--- src/rtl/regfile_mp_sb.sv ---
// Multi-port integer register file with two write ports, optional
// write-to-read bypass and an integrated busy-bit scoreboard.
// Register 0 is hardwired to zero and has no storage.
module regfile_mp_sb #(
    parameter int unsigned XLEN   = 32,
    parameter int unsigned NREGS  = 32,
    parameter int unsigned NRD    = 2,
    parameter int unsigned BYPASS = 1,
    localparam int unsigned AW    = $clog2(NREGS)
) (
    input  logic                  clk,
    input  logic                  rst_n,
    input  logic [NRD*AW-1:0]     rd_addr,
    output logic [NRD*XLEN-1:0]   rd_data,
    output logic [NRD-1:0]        rd_busy,
    input  logic                  we0,
    input  logic [AW-1:0]         waddr0,
    input  logic [XLEN-1:0]       wdata0,
    input  logic                  we1,
    input  logic [AW-1:0]         waddr1,
    input  logic [XLEN-1:0]       wdata1,
    input  logic                  issue_valid,
    input  logic [AW-1:0]         issue_rd,
    input  logic                  flush,
    output logic [NREGS-1:0]      busy_vec
);

    localparam logic BYP_EN = (BYPASS != 0);

    logic [XLEN-1:0]  regs [1:NREGS-1];
    logic [NREGS-1:0] busy_q;

    // Data array: port 1 wins a same-address collision
    always_ff @(posedge clk or negedge rst_n) begin
        if (!rst_n) begin
            for (int r = 1; r < int'(NREGS); r++) begin
                regs[r] <= '0;
            end
        end else begin
            for (int r = 1; r < int'(NREGS); r++) begin
                if (we1 && (waddr1 == AW'(r))) begin
                    regs[r] <= wdata1;
                end else if (we0 && (waddr0 == AW'(r))) begin
                    regs[r] <= wdata0;
                end
            end
        end
    end

    // Scoreboard: flush > issue (newer producer) > writeback clear > hold
    always_ff @(posedge clk or negedge rst_n) begin
        if (!rst_n) begin
            busy_q <= '0;
        end else begin
            busy_q[0] <= 1'b0;
            for (int r = 1; r < int'(NREGS); r++) begin
                if (flush) begin
                    busy_q[r] <= 1'b0;
                end else if (issue_valid && (issue_rd == AW'(r))) begin
                    busy_q[r] <= 1'b1;
                end else if ((we0 && (waddr0 == AW'(r))) ||
                             (we1 && (waddr1 == AW'(r)))) begin
                    busy_q[r] <= 1'b0;
                end
            end
        end
    end

    assign busy_vec = busy_q;

    // Combinational read ports with optional forwarding of in-flight writes
    for (genvar k = 0; k < int'(NRD); k++) begin : g_rd
        logic [AW-1:0]   addr;
        logic            live;
        logic            hit1;
        logic            hit0;
        logic [XLEN-1:0] data;
        logic            bsy;

        assign addr = rd_addr[k*AW +: AW];
        assign live = rst_n && (addr != '0);
        assign hit1 = BYP_EN && we1 && (waddr1 == addr);
        assign hit0 = BYP_EN && we0 && (waddr0 == addr);

        // Select forwarded or stored data; forwarded data clears busy
        always_comb begin
            data = '0;
            bsy  = 1'b0;
            if (live) begin
                if (hit1) begin
                    data = wdata1;
                end else if (hit0) begin
                    data = wdata0;
                end else begin
                    data = regs[addr];
                end
                bsy = busy_q[addr] && !(hit1 || hit0);
            end
        end

        assign rd_data[k*XLEN +: XLEN] = data;
        assign rd_busy[k]              = bsy;
    end

endmodule

--- config.mk ---
export PLATFORM = sky130hd
export DESIGN_NAME = regfile_mp_sb
export DESIGN_NICKNAME = d
export VERILOG_FILES = /design/src/rtl/regfile_mp_sb.sv
export SDC_FILE = /design/constraint.sdc
export NUM_CORES = 2
export LEC_CHECK = 0
export BUFFER_PORTS_ARGS = -buffer_cell sky130_fd_sc_hd__buf_4
export CAP_MARGIN = 30
export CORE_ASPECT_RATIO = 0.7
export CORE_MARGIN = 3
export CORE_UTILIZATION = 35
export DETAILED_ROUTE_END_ITERATION = 7
export PLACE_DENSITY_LB_ADDON = 0.3
export SLEW_MARGIN = 40
export SYNTH_ARGS = -nofsm -noshare
export SYNTH_HDL_FRONTEND = slang
export SYNTH_SLANG_ARGS = --single-unit
--- constraint.sdc ---
create_clock -name clk -period 5.8 [get_ports clk]
set_input_delay 1.16 -clock clk [delete_from_list [all_inputs] [get_ports clk]]
set_output_delay 1.16 -clock clk [all_outputs]
set_load 0.02 [all_outputs]
==> metrics.md <==
| Metric | Value |
|---|---|
| Logic pwr share | `0.265` |
| CP max stage delay | `0.64 ns` |
| IO Pins | `193` |
| Final setup TNS | `0 ns` |
| Slack of the critical path | `0.4291 ns` |
| DIE AREA | `193300 um2` |
| CTS Buffer Depth | `3` |
| Seq pwr share | `0.435` |
| WL per Instance | `34.32 um` |
| Largest net degree at the start of global routing | `136` |
| MaxCap Viol Count | `0` |
| Mapped Area | `65780 um2` |
| Overall Power | `24.42 mW` |
| RSZ-0062 raised after global routing | `no` |
| Critical Path AT | `4.21 ns` |
| Initial antenna violation count | `22` |
| Min Clock Period, post-route | `5.371 ns` |
| Most common cell after layout, fill and taps aside | `dfrtp_1` |
| Root buffer cell | `clkbuf_16` |
| Clock skew | `0 ns` |
| Worst-margin pin slew | `0.9738 ns` |
| WS Path Type | `input pin to output pin` |
| Post-route antenna net violation count | `0` |
| Ranking of synthesized cells by area | `dfrtp_1 39%, mux4_2 15%, mux2i_1 15%, a21oi_1 7.2%, nor2_1 5.6%` |
| Final core utilization | `0.3941` |
| Status | `finished, final reports clean` |
| R2R Setup Slk | `4.77 ns` |
| RR Startpoint | `busy_vec[28]` |
| Port-buffer cells | `191` |
| Cell Chain, Critical Path | `clkbuf_8 -> xor2_1 -> nor4_1 -> nand3_4 -> buf_4 -> mux2i_1 -> o22ai_1 -> buf_4` |
| Most used cell along the critical path | `buf_4` |
| Post-Place Cell Area | `69510 um2` |
| Post-CTS Setup Bufs | `0` |
| Worst slack, placed | `0.5444 ns` |
| Slowest-stage cell, CP | `o22ai_1` |
| Leak | `30.40 nW` |
| Top_reg_cell synth | `dfrtp_1` |
| Die Y | `368.7 um` |
| Synth warnings | `0` |
| Crit-path leading delay family | `buffers and inverters` |
| Reg2Reg Depth | `2` |
| Layout Nets | `6344` |
| Crit-path max FO | `45` |
| Top cell type's share of synthesized area | `0.3892` |
| Slew headroom | `0.3485` |
| Final hold vios | `0` |
| # rows | `132` |
| Gp weighted congestion | `0.9539` |
| Final Setup Violations | `0` |
| CTS buffer count | `102` |
| Syn Nets | `6624` |
| Routed WL | `303.2 mm` |
| # resized after CTS | `0` |
| Hold Crit Class | `input pin to async pin` |
| Final Max Slew Viols | `0` |
| Hold buffer count at CTS | `0` |
| Clk slew on worst S/H paths | `0.06 ns` |
| Global-route wire length before repair | `424.1 mm` |
| Post-synth EDFFs | `0` |
| Power density cells | `333.5 nW/um2` |
| CP Buf/Inv Count | `3` |
| Die width | `524.2 um` |
| GRT overflow | `0` |
| Setup crit start kind | `input pin` |
| Core area | `185800 um2` |
| CP Capture Type | `output pin` |
| Post-synth top area cell | `dfrtp_1` |
| Vias/cell | `6.528` |
| Sw Share | `0.3259` |
| Synth Instances | `6529` |
| Peak supply drop | `251.7 uV` |
| Vias in the first global route | `54150` |
| R2R Path End | `busy_vec[28]` |
| Yosys cell types | `58` |
| DP HPWL | `188.2 mm` |
| Initial Utilization | `0.3540` |
| Via count | `57660` |
| Ys async rst share | `1.000` |
| Number of H-tree levels | `3` |
| Drt pass-1 iters | `7` |
| #FFs+latches synth | `1023` |
| CTS tree | `built` |
| Area grow syn2layout | `11.32%` |
| Fin crit share | `0.9260` |
| Design area | `73230 um2` |
| Syn Area/Cell | `10.07 um2` |
| Max Clk Rate | `186.2 MHz` |
| Worst-Skew Late Latency | `0.74 ns` |
| Filler instances | `18000` |
| Remaining DRCs | `0` |
| Clock share of power | `0.300` |
| Pint | `16.46 mW` |
| Overall routing resource usage | `0.3052` |
| Commonest non-fill, non-tap cells in the layout | `1023 x dfrtp_1, 979 x nor2_1, 954 x mux2i_1` |
| 1st-iter DRT viols | `9121` |
| Seq/Total Area, Yosys | `0.3892` |
| Clk sinks | `1023` |
| Critical Path RT | `4.64 ns` |
| Layout cells sized above 1 | `0.1967` |
| Sw power | `7.957 mW` |
-- cells by family after synthesis --
kind of cell / count (synthesis) / share of synthesized area
simple gates: 1585 / 0.1004
compound gates: 1552 / 0.1369
mux: 1501 / 0.3134
flops: 1023 / 0.3892
buf+inv: 847 / 0.05737
xor+xnor: 20 / 0.002663
other cells: 1 / 0.00005701
-- worst max-delay path by stage --
stage	start	end	slack (ns)	cells after the start
after global routing	rd_addr[5]	rd_data[63]	0.35	8
after detailed placement	rd_addr[6]	rd_data[43]	0.54	9
final	rd_addr[6]	rd_data[63]	0.43	8
after CTS	rd_addr[6]	rd_data[43]	0.53	9
after floorplan	rd_addr[5]	rd_data[32]	1.59	9
after global placement	rd_addr[5]	rd_data[40]	0.01	7
-- sequential cells by signal, indices dropped and copies added, names as in the netlist --
signal	cells
busy_vec	31
regs	992
-- layer usage --
layer / global-route usage / up-vias / share of wire
met1: 0.4185 / 28800 / 0.39
met3: 0.1223 / 899 / 0.15
met2: 0.4189 / 4672 / 0.41
met5: 0 / - / 0.00010
li1: - / 23290 / -
met4: 0.1374 / 4 / 0.053
-- through the flow --
stage / hold slack, ns / instances
after floorplan: 0.5265 / 6529
after global routing: 0.2927 / 8822
after global placement: 0.5535 / 8611
after detailed placement: 0.5677 / 8621
after CTS: 0.2721 / 8810
final: 0.2973 / 8834
-- cells in the mapped netlist, drive strengths merged, types with 3 or more instances --
library cell  number
dfrtp           1023
nor2             990
mux2i            954
a21oi            946
clkbuf           495
mux4             436
buf              315
nand2            291
o21ai            228
nor3             135
mux2             111
a221oi            65
nor2b             62
o32ai             62
o221ai            54
o22ai             46
a211oi            42
o22a              39
inv               37
nand3             21
nand3b            21
a22oi             14
a32oi             13
or2               13
xnor2             12
a22o              11
and2              11
nand2b            11
o211ai             9
or3                8
xor2               8
a21o               7
o311ai             7
nand4              6
nor4               6
and3               4
or4                3
-- power groups by stage --
stage	sequential [mW]	clock (mW)	combinational, mW
detailed placement	10.6	0	6.37
floorplan	10.0	0	4.73
finish	10.6	7.32	6.48
global route	10.8	7.63	6.94
global placement	10.5	0	6.21
CTS	10.5	7.32	6.37
-- layout make-up --
cell class | count | area [um2] | share of cell area
diodes | 21 | 52.55 | 0.0007176
clock buffers | 155 | 3084 | 0.04212
clock inverters | 34 | 450.4 | 0.006151
inverters | 37 | 138.9 | 0.001897
multi-input cells | 4659 | 37030 | 0.5057
flip-flops and latches | 1023 | 25600 | 0.3496
well taps | 2479 | 3102 | 0.04236
repair buffers | 426 | 3769 | 0.05147
Note: power is estimated with default switching activity, not from simulation.
